$ cat config.mk
export PLATFORM = sky130hd
export DESIGN_NAME = proc_trace_buffer
export DESIGN_NICKNAME = d
export VERILOG_FILES = /design/src/rtl/proc_trace_pkg.sv /design/src/rtl/trace_ram.sv /design/src/rtl/proc_trace_buffer.sv
export SDC_FILE = /design/constraint.sdc
export NUM_CORES = 1
export LEC_CHECK = 0
export ABC_AREA = 1
export CELL_PAD_IN_SITES_DETAIL_PLACEMENT = 1
export CELL_PAD_IN_SITES_GLOBAL_PLACEMENT = 2
export CORE_ASPECT_RATIO = 0.6
export CORE_MARGIN = 2
export CORE_UTILIZATION = 25
export CTS_BUF_LIST = sky130_fd_sc_hd__clkbuf_4
export CTS_CLUSTER_DIAMETER = 50
export DETAILED_ROUTE_END_ITERATION = 6
export PLACE_DENSITY_LB_ADDON = 0.3
export SYNTH_ARGS = -nofsm -noshare
export SYNTH_HDL_FRONTEND = slang
export SYNTH_SLANG_ARGS = --single-unit
$ cat constraint.sdc
create_clock -name Clk -period 13.5 [get_ports Clk]
set_clock_uncertainty 0.05 [all_clocks]
set_input_delay 3.375 -clock Clk [delete_from_list [all_inputs] [get_ports Clk]]
set_output_delay 3.375 -clock Clk [all_outputs]
set_load 0.03 [all_outputs]
$ cat src/rtl/proc_trace_pkg.sv
// Shared types and constants for the processor execution-trace buffer.
package proc_trace_pkg;

    localparam int unsigned TRACE_W = 71;

    // Controller state code for instruction decode; entering it marks one executed instruction.
    localparam logic [3:0] ST_DECODE = 4'd3;

    typedef struct packed {
        logic [6:0]  pc;
        logic [15:0] ir;
        logic [15:0] a;
        logic [15:0] b;
        logic [15:0] out;
    } trace_rec_t;

endpackage

$ cat src/rtl/trace_ram.sv
// Simple dual-port trace storage: synchronous write, registered read-first output.
module trace_ram
    import proc_trace_pkg::*;
#(
    parameter int unsigned DEPTH = 16,
    parameter int unsigned WIDTH = TRACE_W,
    localparam int unsigned AW = (DEPTH > 1) ? $clog2(DEPTH) : 1
) (
    input  logic             clk_i,
    input  logic             rst_i,
    input  logic             we_i,
    input  logic [AW-1:0]    waddr_i,
    input  logic [WIDTH-1:0] wdata_i,
    input  logic             re_i,
    input  logic [AW-1:0]    raddr_i,
    output logic [WIDTH-1:0] rdata_o
);

    logic [WIDTH-1:0] mem [DEPTH];

    always_ff @(posedge clk_i) begin
        if (we_i) begin
            mem[waddr_i] <= wdata_i;
        end
    end

    // Output register holds its value between reads; sync reset maps onto the BRAM output reset.
    always_ff @(posedge clk_i) begin
        if (rst_i) begin
            rdata_o <= '0;
        end else if (re_i) begin
            rdata_o <= mem[raddr_i];
        end
    end

endmodule

$ cat src/rtl/proc_trace_buffer.sv
// Captures one record per executed instruction into a circular FIFO and replays it on request.
module proc_trace_buffer
    import proc_trace_pkg::*;
#(
    parameter int unsigned DEPTH     = 16,
    parameter logic [3:0]  CAP_STATE = ST_DECODE,
    parameter bit          OVERWRITE = 1'b1,
    localparam int unsigned AW = (DEPTH > 1) ? $clog2(DEPTH) : 1,
    localparam int unsigned CW = $clog2(DEPTH) + 1
) (
    input  logic               Clk,
    input  logic               Reset,
    input  logic [3:0]         State,
    input  logic [6:0]         PC_Out,
    input  logic [15:0]        IR_Out,
    input  logic [15:0]        ALU_A,
    input  logic [15:0]        ALU_B,
    input  logic [15:0]        ALU_Out,
    input  logic               Freeze,
    input  logic               Rd_Req,
    output logic               Rd_Valid,
    output logic [TRACE_W-1:0] Rd_Data,
    output logic [CW-1:0]      Count,
    output logic               Full,
    output logic               Empty,
    output logic [7:0]         Dropped
);

    logic [3:0]    prev_state_q;
    logic [AW-1:0] wr_ptr_q, wr_ptr_d;
    logic [AW-1:0] rd_ptr_q, rd_ptr_d;
    logic [CW-1:0] count_q, count_d;
    logic [7:0]    dropped_q, dropped_d;
    logic          rd_valid_q;

    logic       cap;
    logic       pop;
    logic       we;
    logic       drop;
    trace_rec_t wr_rec;

    assign Full  = (count_q == CW'(DEPTH));
    assign Empty = (count_q == '0);

    assign cap = (State == CAP_STATE) && (prev_state_q != CAP_STATE) && !Freeze;
    assign pop = Rd_Req && !Empty;

    assign wr_rec = '{pc: PC_Out, ir: IR_Out, a: ALU_A, b: ALU_B, out: ALU_Out};

    always_comb begin
        we        = 1'b0;
        drop      = 1'b0;
        wr_ptr_d  = wr_ptr_q;
        rd_ptr_d  = rd_ptr_q;
        count_d   = count_q;
        dropped_d = dropped_q;

        if (pop) begin
            rd_ptr_d = rd_ptr_q + AW'(1);
        end

        if (cap) begin
            // A same-cycle pop frees the slot, so a full buffer still accepts the write normally.
            if (!Full || pop) begin
                we = 1'b1;
            end else if (OVERWRITE) begin
                we       = 1'b1;
                drop     = 1'b1;
                rd_ptr_d = rd_ptr_q + AW'(1);
            end else begin
                drop = 1'b1;
            end
        end

        if (we) begin
            wr_ptr_d = wr_ptr_q + AW'(1);
        end

        // Overwrite replaces the oldest slot, so Count only moves on a plain write or a plain pop.
        if (we && !drop && !pop) begin
            count_d = count_q + CW'(1);
        end else if (pop && !we) begin
            count_d = count_q - CW'(1);
        end

        if (drop && (dropped_q != 8'hFF)) begin
            dropped_d = dropped_q + 8'd1;
        end
    end

    always_ff @(posedge Clk) begin
        if (Reset) begin
            prev_state_q <= 4'hF;
            wr_ptr_q     <= '0;
            rd_ptr_q     <= '0;
            count_q      <= '0;
            dropped_q    <= '0;
            rd_valid_q   <= 1'b0;
        end else begin
            prev_state_q <= State;
            wr_ptr_q     <= wr_ptr_d;
            rd_ptr_q     <= rd_ptr_d;
            count_q      <= count_d;
            dropped_q    <= dropped_d;
            rd_valid_q   <= pop;
        end
    end

    trace_ram #(
        .DEPTH (DEPTH),
        .WIDTH (TRACE_W)
    ) u_ram (
        .clk_i   (Clk),
        .rst_i   (Reset),
        .we_i    (we),
        .waddr_i (wr_ptr_q),
        .wdata_i (wr_rec),
        .re_i    (pop),
        .raddr_i (rd_ptr_q),
        .rdata_o (Rd_Data)
    );

    assign Count    = count_q;
    assign Dropped  = dropped_q;
    assign Rd_Valid = rd_valid_q;

endmodule

After elaboration in Yosys (flattened, before gate mapping)
Memories as Yosys holds them, arrays and structs flattened. A register that Yosys moved wholly into a read port is not among the register bits.
Cells that the tools add are included.
{ "word_totals": {"reg_bits": 26, "mem_bits_rw": 1136, "inputBits": 79, "n_memories": 1} }
{ "op_classes": {"add_sub_neg": 5, "reduce_logical": 16, "n_eq_ne": 4, "muxes": 10} }
{ "memory_table": {"columns": ["name", "words", "word_bits", "read_ports", "rd_ports_with_merged_regs", "wr", "line", "source"], "rows": [
  ["u_ram.mem", 16, 71, 1, 1, 1, "trace_ram.sv:19", "logic [WIDTH-1:0] mem [DEPTH];"]
]} }
{ "ops": {"columns": ["cell", "count"], "rows": [
  ["2-to-1 mux 4 bit", 3],
  ["2-to-1 mux 5 bit", 2],
  ["adder 4 x 1 -> 4 bit (second input constant)", 2],
  ["adder 8 x 1 -> 8 bit (second input constant)", 1],
  ["!= test 8 bit (second input constant)", 1],
  ["logical AND 1 bit", 7],
  ["logical NOT 1 bit", 6],
  ["adder 5 x 1 -> 5 bit (second input constant)", 1],
  ["== test 5 bit (second input constant)", 1],
  ["logical NOT 5 bit", 1],
  ["2-to-1 mux 1 bit", 5],
  ["subtractor 5 x 1 -> 5 bit (second input constant)", 1],
  ["== test 4 x 2 -> 1 bit (second input constant)", 1],
  ["!= test 4 x 2 -> 1 bit (second input constant)", 1],
  ["nonzero test 2 bit", 1],
  ["logical OR 1 bit", 1]
]} }

Logic depth before layout (Yosys ltp)
Gate-level depths: netlist of the first run.
{ "logic_depth": {"word_depth": 10, "ltp_mapped": 14} }

By module
From an unflattened synthesis of the first run, not the netlist that was laid out.
{ "hier_totals": {"hier_cells": 4314, "hier_area_um2": 49393.6} }
{ "by_module_without_submodules": {"columns": ["module", "cells_per_inst", "area_per_inst_um2", "n_inst", "seq_area_each_um2"], "rows": [
  ["trace_ram", 4123, 47949.7, 1, 35534.1],
  ["proc_trace_buffer", 191, 1443.9, 1, 520.5]
]} }

Least setup slack after synthesis of the first run
Ideal clock, no wire load.
{ "synth_timing": {"path_kind": "input to register", "start": "input State[3]", "end": "memory u_ram.mem[11][0] (netlist bit), enable pin", "path_buffers": 0, "path_slack_ps": 6057, "stages": 5, "setup_time_ps": 501, "arrival_time_ps": 6893, "cell_sequence": "nor2_1 nand3_1 nor2_2 nand2_1 nor2_1"} }
{ "synth_between": {"elab_chain_len": 6} }
{ "synth_lines": {"columns": ["item", "line", "source"], "rows": [
  ["from (decl)", "proc_trace_buffer.sv:13", "input logic [3:0] State,"],
  ["== test 4 x 2 -> 1 bit", "proc_trace_buffer.sv:45", "assign cap = (State == CAP_STATE) && (prev_state_q != CAP_STATE) && !Freeze;"],
  ["logical AND 1 bit (2 in series)", "proc_trace_buffer.sv:45", null],
  ["2-to-1 mux 1 bit", "proc_trace_buffer.sv:62", "if (cap) begin"],
  ["2-to-1 mux 1 bit", "trace_ram.sv:22", "if (we_i) begin"],
  ["2-to-1 mux 1 bit (implied by the code)", "trace_ram.sv:23", "mem[waddr_i] <= wdata_i;"],
  ["to (decl)", "trace_ram.sv:19", null]
]} }
No other way between the ends.

Worst setup path in the final report of the first run
{ "layout_timing": {"start": "input State[1]", "end": "memory u_ram.mem[15][33] (netlist bit), enable pin"} }
The elaborated chain is that of the path after synthesis.

==> results of run 1 <==
==> power by group through the flow <==
stage               sequential, mW  clock (mW)  combinational [mW]
CTS                           4.34        3.59                2.06
global placement              4.42           0                2.04
global route                  4.34        3.78                2.26
finish                        4.33        3.45                2.00
floorplan                     4.50           0                1.22
detailed placement            4.42           0                2.05
==> cell type report <==
type	count	area share (%)
Antenna cell	7	0.0302
Tap cell	2624	5.67
Clock buffer	495	6.41
Clock inverter	68	0.903
Inverter	246	1.65
Timing Repair Buffer	220	3.60
Sequential cell	1233	62.3
Multi-Input combinational cell	2498	19.5
==> registers in the layout, indices dropped and copies added (netlist names) <==
signal and flops:
Count 5, Dropped 8, u_ram.rdata_o 71, u_ram.mem 1136, Rd_Valid 1, prev_state_q 4, rd_ptr_q 4, wr_ptr_q 4
==> worst min-delay path, delay by kind of cell (launching register included) <==
kind	cells	cell delay [ps]
flip-flops	1	340
AND/OR/NAND/NOR	1	80
AO/OA/AOI/OAI	1	60
==> metrics by stage <==
step           setup slack, ps  util (%)  instances
3_5_place_dp              6190      27.3       6821
5_1_grt                   7250      29.4       7388
6_report                  7340      29.5       7391
3_3_place_gp              6170      27.3       6821
2_1_floorplan             6060         -       4238
4_1_cts                   7390      29.4       7384
==> logic make-up after synthesis <==
family | Yosys count
flip-flops | 1233
adder cells (fa/ha/maj) | 10
AO/OA/AOI/OAI | 530
buffers and inverters | 507
XOR/XNOR | 6
AND/OR/NAND/NOR | 1952
==> final timing paths <==
check | start | to | slack, ps
hold reg to reg | Dropped[5] | Dropped[5] | 470
hold / removal | Dropped[5] | Dropped[5] | 470
setup / recovery | State[1] | u_ram.mem[15][33] | 7340
setup reg to reg | rd_ptr_q[1] | u_ram.rdata_o[4] | 9270
==> cell usage in the layout, fill, tap and decap left out, drive strengths merged <==
cell / netlist / layout
clkbuf: 70 / 495
nand3: 514 / 514
or2: 5 / 5
clkinvlp: 0 / 4
inv: 245 / 251
clkinv: 1 / 50
bufinv: 0 / 9
o21ai: 371 / 371
xnor2: 1 / 1
nand4: 2 / 2
edfxtp: 1136 / 1136
nand2: 536 / 536
fa: 1 / 1
o211ai: 134 / 134
xor2: 5 / 5
ha: 9 / 9
clkdlybuf4s50: 0 / 164
buf: 191 / 56
nor2: 890 / 890
nand3b: 1 / 1
dfxtp: 97 / 97
a21oi: 25 / 25
nor4: 1 / 1
nor3: 3 / 3
diode: 0 / 7
==> metal layers <==
metal / GRT usage, % / part of all wire, % / vias to the layer above
li1: - / - / 15500
met1: 22.6 / 51 / 16600
met2: 22.6 / 43 / 670
met3: 3.03 / 4.6 / 247
met4: 4.15 / 2.0 / 2
met5: 0 / 0.0083 / -
==> reports/summary.txt, run 1 <==
Status -> finished, final reports clean
Worst path bufs/invs -> 4
Cell variety after synth -> 27
Maximum fanout along the worst path -> 32
Main flop type after synthesis -> edfxtp_1
Leak -> 20.4 nW
Post-synth top cells -> edfxtp_1 (1136), nor2_1 (889), nand2_1 (536)
Drc violations -> 0
TritonCTS Buffers -> 322
Layout cells sized above 1 -> 12.8%
Switch share -> 31.8%
Fraction of the mapped netlist area in compound gates -> 6.03%
Overall global routing resource usage -> 15.3%
NetSw -> 3.11 mW
Fillers -> 21900
CP Capture Type -> flop
Largest family of logic cells by synthesized area -> simple AND/OR/NAND/NOR gates
Die area -> 0.202 mm2
Min-Delay Path Depth -> 2
Worst Path Required -> 14200 ps
Post-synthesis mux area share -> 0%
PwrDens -> 169 mW/mm2
Post-synthesis adder-cell area fraction -> 0.268%
CTS Hold Bufs -> 0
Crit path launch type -> input pin
Post-CTS sizing -> 0
First-pass GRT wire length -> 231000 um
Mapped Area -> 0.0495 mm2
Largest net degree at the start of global routing -> 164
Mapped Cells -> 4238
Area occupied by multi-input gates -> 0.0113 mm2
Die height -> 349 um
CTS Sinks -> 1233
H-tree depth -> 5
Synth top area share -> 68.9%
RSZ-0062 raised after global routing -> no
Sequential share of the synthesized area -> 72.8%
Die Wd -> 579 um
Hpwl dp -> 84700 um
Antenna violations before repair -> 9
# Post-CTS Setup Buffers -> 0
Layout area overhead -> 16.9%
Post-Synth XOR/XNOR Area -> 0.106%
CTS clk-pin slew, worst paths -> 60 ps
Drt via density -> 4.47
Fin Setup TNS -> 0 ps
Critical path's top delay family -> simple AND/OR/NAND/NOR gates
Post-synthesis async set-or-reset flop share -> 0%
Post-Synth Simple-Gate Area -> 16.1%
Clock share of power -> 35.3%
Tmin final -> 6160 ps
Initial Utilization -> 25.2%
GPL Wtd Cong -> 0.716
Deepest clock path buffer count -> 4
Area contributors post-synth -> edfxtp_1 (69%), nor2_1 (6.7%), nand3_1 (5.2%), nand2_1 (4.1%), dfxtp_1 (3.9%)
Final nets -> 4610
Max Fclk -> 162 MHz
Vias -> 33000
Critical path arrival -> 6860 ps
Reg2Reg Depth -> 9
Least-Margin Pin Slew -> 1160 ps
Worst Hold Class -> reg -> reg
Seq. cell area -> 0.0361 mm2
Worst-skew pair later-pin latency -> 1150 ps
Area of the core -> 0.197 mm2
Max_cap viols -> 0
Yosys warnings -> 0
CTS tree -> done
Slew Limit Fails -> 0
Pint -> 6.67 mW
Final wirelength -> 157000 um
Number of I/O pins -> 166
Slowest-stage cell, CP -> nor2_4
Final instance area -> 0.0579 mm2
Most frequent cell after synthesis -> edfxtp_1
Syn_nets -> 4327
Port Buffers -> 165
Fin crit share -> 45.6%
Grt ovf -> 0
TritonRoute pass-1 iters -> 5
EDFF count, synth -> 1136
Root Driver -> clkbuf_4
Synthesized flop and latch total -> 1233
ANT nets after route -> 0
Critical path class -> in -> reg
CP cell instances -> clkdlybuf4s50_1 > nand2_1 > inv_1 > nand3_1 > nor2_2 > nand2_1 > nor2_4 > buf_4 > buf_4
Dpl cell area -> 0.0537 mm2
Iteration-0 DRC Markers -> 2143
Average size of a mapped cell -> 11.7 um2
Hold Fails Final Rpt -> 0
CP max stage delay -> 670 ps
Routed len/inst -> 21.2 um
Vias in the first global route -> 34300
Cell taking the most area after synthesis -> edfxtp_1
Maximum vdd drop -> 0.000100 V
Seq pwr share -> 44.3%
Overall power -> 9.78 mW
Hold Slack -> 469 ps
Max transition margin -> 22.7%
Comb pwr share -> 20.4%
Num rows -> 126
WP depth -> 9
Final setup vio count -> 0
Power figures use the tool's default switching activity.
==> inputs of run 2 (changes only) <==
clock period = 5.5 ns   (was 13.5 ns; I/O delays follow)
==> reports/summary.txt, run 2 (synthesis gave the netlist of run 1 again) <==
Number of I/O pins -> 166 (unchanged)
GPL Wtd Cong -> 0.704 (-1.6%)
Pre-CTS setup slack -> 1080 ps (-5110 ps)
Slew Limit Fails -> 0 (unchanged)
Tmin final -> 3980 ps
Least-Margin Pin Slew -> 1240 ps (+77.0 ps)
Max Fclk -> 251 MHz
Root Driver -> clkbuf_4
Slowest-stage cell, CP -> clkdlybuf4s50_1
Reg2Reg Depth -> 10 (+1)
Drc violations -> 0 (unchanged)
Fin crit share -> 72.3%
Vias -> 32800 (-0.55%)
Die height -> 349 um (unchanged)
Final nets -> 4617 (+0.15%)
Biggest register -> u_ram.mem
Layout cells sized above 1 -> 12.8% (-0.013 points)
CTS tree -> done
Max transition margin -> 17.5% (-5.1 points)
H-tree depth -> 5 (unchanged)
ANT nets after route -> 0 (unchanged)
Hold Fails Final Rpt -> 0 (unchanged)
CTS Hold Bufs -> 0 (unchanged)
Worst Hold Launch -> Dropped[0]
R2r endpoint -> u_ram.rdata_o[3]
Maximum vdd drop -> 0.000213 V (+110%)
TritonRoute pass-1 iters -> 5 (unchanged)
Hpwl dp -> 78600 um (-7.2%)
Leak -> 20.4 nW (about the same)
CTS Sinks -> 1233 (unchanged)
Non-filler cells, final -> 7385 (-0.081%)
# placed instances -> 6827 (+0.088%)
CP Capture Type -> output port
PwrDens -> 409 mW/mm2 (+140%)
Number of flip-flops in the largest register -> 1136 (unchanged)
Overall global routing resource usage -> 14.7% (-0.67 points)
Critical path arrival -> 2550 ps (-4310 ps)
Crit path launch type -> flop
Hold endpoint -> Dropped[0]
Iteration-0 DRC Markers -> 1805 (-16%)
Vias in the first global route -> 34200 (-0.088%)
Critical path class -> reg -> out
Maximum fanout along the worst path -> 5 (-84%)
Final setup vio count -> 0 (unchanged)
CP cell instances -> nor2_1 > nand3_1 > inv_1 > clkdlybuf4s50_1
Deepest clock path buffer count -> 4 (unchanged)
Drt via density -> 4.45 (-0.47%)
Min-Delay Path Depth -> 2 (unchanged)
Worst-skew pair later-pin latency -> 1150 ps (about the same)
RSZ-0062 raised after global routing -> no
Routed len/inst -> 20.2 um (-4.5%)
Reg-to-Reg Start -> rd_ptr_q[0]
Die Wd -> 579 um (unchanged)
Layout area overhead -> 17.1% (about the same)
Post-CTS sizing -> 0 (unchanged)
Initial Utilization -> 25.2% (unchanged)
Die area -> 0.202 mm2 (unchanged)
Worst Path Required -> 4070 ps (-10130 ps)
Max_cap viols -> 0 (unchanged)
Num rows -> 126 (unchanged)
Grt ovf -> 0 (unchanged)
Critical path's top delay family -> buffers and inverters
Setup WS post-layout -> 1520 ps (-5820 ps)
Reg-to-reg slack, setup -> 2270 ps (-7000 ps)
First-pass GRT wire length -> 224000 um (-3.0%)
Most common cell after layout, fill and taps aside -> edfxtp_1
Fin Setup TNS -> 0 ps (unchanged)
Worst path bufs/invs -> 2 (-2)
CP max stage delay -> 670 ps (about the same)
Largest net degree at the start of global routing -> 204 (+24%)
TritonCTS Buffers -> 323 (+0.31%)
Worst Hold Class -> reg -> reg
Antenna violations before repair -> 7 (-2)
CTS clk-pin slew, worst paths -> 60 ps (about the same)
Area of the core -> 0.197 mm2 (unchanged)
Port Buffers -> 165 (unchanged)
# Post-CTS Setup Buffers -> 0 (unchanged)
Final wirelength -> 150000 um (-4.6%)
Status -> finished, final reports clean
Commonest non-fill, non-tap cells in the layout -> edfxtp_1 (1136), nor2_1 (873), nand2_1 (536), nand3_1 (514), clkbuf_4 (494)
## run 2: cell types whose count changed in the layout (fill, tap and decap cells not counted), sizes merged
cell,previous run,this run
clkinv,50,44
diode,7,4
bufinv,9,6
inv,251,252
clkbuf,495,494
buf,56,62
## run 2: cell type report
cell class	count	area, um2
fillers	21800	139000
flip-flops and latches	1233	36100
multi-input cells	2498	11300
clock buffers	494	3710
well taps	2624	3280
repair buffers	226	2270
inverters	246	953
clock inverters	60	409
diodes	4	10.0
## run 2: worst register-to-register path, delay by kind of cell (launching register included)
kind | cells | cell delay, ps
simple gates | 6 | 1220
compound gates | 1 | 90
flops | 1 | 740
buf+inv | 3 | 1040
## run 2: power breakdown
group | total (mW) | leakage [nW] | internal, mW | switching [mW]
combinational | 4.82 | 6.93 | 1.48 | 3.33
sequential | 10.6 | 11.0 | 10.4 | 0.226
clock | 8.27 | 2.47 | 4.35 | 3.92
total | 23.7 | 20.4 | 16.3 | 7.48
## run 2: how the worst max path moves through the flow
| stage | startpoint | to | slack (ps) | depth (start not counted) |
|---|---|---|---|---|
| 2_1_floorplan | State[3] | u_ram.mem[11][0] | 60 | 5 |
| 3_3_place_gp | State[1] | Count[4] | 1010 | 15 |
| 3_5_place_dp | State[0] | u_ram.mem[14][34] | 1080 | 8 |
| 4_1_cts | Count[1] | Full | 1330 | 4 |
| 5_1_grt | Count[1] | Full | 1260 | 4 |
| 6_report | Count[1] | Full | 1520 | 4 |
## run 2: layer usage
metal	part of all wire (%)	vias to the layer above	track usage, %
li1	-	15500	-
met1	51	16500	21.3
met2	44	581	22.0
met3	3.7	243	2.64
met4	2.2	2	4.42
met5	0.0087	-	0
## run 2: metrics by stage
step	total power [mW]	hold slack, ps	instance area, um2	util (%)
floorplan	14.1	429	49500	-
global placement	15.8	450	53900	27.4
detailed placement	15.8	459	53900	27.4
CTS	24.2	470	58000	29.5
global route	25.2	497	58000	29.5
finish	23.7	463	58000	29.5
==> inputs of run 3 (changes only) <==
clock period = 3.9 ns   (was 5.5 ns; I/O delays follow)
==> reports/summary.txt, run 3 (synthesis gave the netlist of run 1 again) <==
Final wirelength -> 166000 um (+11%)
Overall power -> 34.3 mW (+45%)
Critical path arrival -> 2560 ps (about the same)
ANT nets after route -> 0 (unchanged)
Hpwl dp -> 95100 um (+21%)
Least-Margin Pin Slew -> 1210 ps (-26.1 ps)
Status -> finished, final reports clean
CP cell instances -> nor2_1 > nand3_1 > inv_1 > clkdlybuf4s50_1
Maximum vdd drop -> 0.000261 V (+22%)
Finished Core Util -> 29.9% (+0.44 points)
Crit path launch type -> flop
Final nets -> 4671 (+1.2%)
Number of I/O pins -> 166 (unchanged)
# Post-CTS Setup Buffers -> 0 (unchanged)
Area occupied by multi-input gates -> 0.0113 mm2 (unchanged)
Worst Path Required -> 2870 ps (-1200 ps)
CP Capture Type -> output port
CP max stage delay -> 660 ps (about the same)
Number of flip-flops in the largest register -> 1136 (unchanged)
Worst Hold Class -> in -> reg
Hold Fails Final Rpt -> 0 (unchanged)
GPL Wtd Cong -> 0.746 (+6.0%)
WL met1 -> 83300 um (+10%)
Post-CTS sizing -> 0 (unchanged)
Largest net degree at the start of global routing -> 136 (-33%)
Worst-skew pair later-pin latency -> 1130 ps (-20 ps)
Routed len/inst -> 22.3 um (+9.9%)
Port Buffers -> 165 (unchanged)
Pint -> 23.2 mW (+43%)
Layout cells sized above 1 -> 13.7% (+0.92 points)
Switch share -> 32.5% (+0.94 points)
Fin crit share -> 92.0%
Worst path bufs/invs -> 2 (unchanged)
Slowest-stage cell, CP -> clkdlybuf4s50_1
Maximum fanout along the worst path -> 6 (+1)
Die Wd -> 579 um (unchanged)
Comb pwr share -> 21.9% (+1.6 points)
Drt via density -> 4.53 (+1.9%)
Fin Setup TNS -> 0 ps (unchanged)
RSZ-0062 raised after global routing -> no
Final setup vio count -> 0 (unchanged)
First-pass GRT wire length -> 243000 um (+8.3%)
Iteration-0 DRC Markers -> 2409 (+33%)
Grt ovf -> 0 (unchanged)
Min-Delay Path Depth -> 2 (unchanged)
Final instance area -> 0.0589 mm2 (+1.5%)
WP depth -> 4 (unchanged)
Met2 wire length -> 69900 um (+7.5%)
TritonRoute pass-1 iters -> 5 (unchanged)
Critical path's top delay family -> buffers and inverters
CTS tree -> done
CTS Hold Bufs -> 0 (unchanged)
Area of the core -> 0.197 mm2 (unchanged)
CTS clk-pin slew, worst paths -> 60 ps (about the same)
Max Fclk -> 279 MHz
Biggest register -> u_ram.mem
Overall global routing resource usage -> 16.3% (+1.6 points)
Leak -> 20.8 nW (+1.9%)
Die area -> 0.202 mm2 (unchanged)
Drc violations -> 0 (unchanged)
Root Driver -> clkbuf_4
H-tree depth -> 5 (unchanged)
NetSw -> 11.1 mW (+49%)
Clock share of power -> 34.6% (-0.3 points)
Most common cell after layout, fill and taps aside -> edfxtp_1
Reg2Reg Depth -> 9 (-1)
Deepest clock path buffer count -> 4 (unchanged)
Critical path class -> reg -> out
Metal3 WL -> 9800 um (+77%)
Max transition margin -> 19.0% (+1.5 points)
Num rows -> 126 (unchanged)
Vias in the first global route -> 34600 (+1.1%)
Layout area overhead -> 18.8%
Fillers -> 21800 (+0.064%)
Slew Limit Fails -> 0 (unchanged)
Die height -> 349 um (unchanged)
TritonCTS Buffers -> 329 (+1.9%)
Uppermost routed layer -> met4
Initial Utilization -> 25.2% (unchanged)
Antenna violations before repair -> 22 (+15)
Tmin final -> 3590 ps
Commonest non-fill, non-tap cells in the layout -> edfxtp_1 (1136), nor2_1 (873), nand2_1 (536), nand3_1 (514), clkbuf_4 (500)
CTS Sinks -> 1233 (unchanged)
Seq pwr share -> 43.6% (-1.2 points)
Dpl cell area -> 0.0547 mm2 (+1.5%)
Seq. cell area -> 0.0361 mm2 (unchanged)
Max_cap viols -> 0 (unchanged)
Vias -> 33700 (+2.7%)
PwrDens -> 583 mW/mm2 (+43%)
## run 3: changes by cell type in the layout (fill, tap and decap cells not counted), sizes merged
cell / previous run / this run
inv: 252 / 251
clkinv: 44 / 53
clkbuf: 494 / 500
buf: 62 / 110
clkinvlp: 4 / 1
## run 3: power groups by stage
stage	sequential, mW	clock (mW)	combinational, mW
2_1_floorplan	15.6	0	4.22
3_3_place_gp	15.3	0	7.60
3_5_place_dp	15.3	0	7.64
4_1_cts	15.0	12.3	7.66
5_1_grt	15.0	13.0	8.36
6_report	15.0	11.9	7.50
## run 3: metrics by stage
step	hold WS (ps)	instances	worst slack, ps
6_report	315	7444	312
5_1_grt	228	7443	39.2
4_1_cts	174	7440	116
3_5_place_dp	452	6875	398
3_3_place_gp	443	6875	338
2_1_floorplan	429	4238	-1140
## run 3: final timing paths
kind                                  start                end  slack, ps
worst min register to register   Dropped[1]         Dropped[1]        450
worst min-delay path                  Reset           Rd_Valid        320
worst max-delay path               Count[0]               Full        310
worst max register to register  rd_ptr_q[0]  u_ram.rdata_o[37]       1220
## run 3: layout make-up
type,count,share of cell area [%]
Antenna cell,4,0.0170
Multi-Input combinational cell,2498,19.2
Sequential cell,1233,61.3
Clock buffer,500,6.38
Inverter,246,1.62
Tap cell,2624,5.58
Clock inverter,65,0.727
Timing Repair Buffer,274,5.21
## run 3: worst register-to-register path, stage by stage, from the launching register on
cell     delay, ps
dfxtp_4        610
buf_4          830
nor2_1         130
nor2_1         150
o21ai_0        100
nand3_1        100
nand3_1        290
nand3_1        240
nand2_1         70
inv_1           50
## run 3: routing by layer
metal,up-vias,track usage (%)
met5,-,0
met4,0,3.83
met3,208,3.50
met2,860,23.6
met1,17000,24.4
li1,15600,-
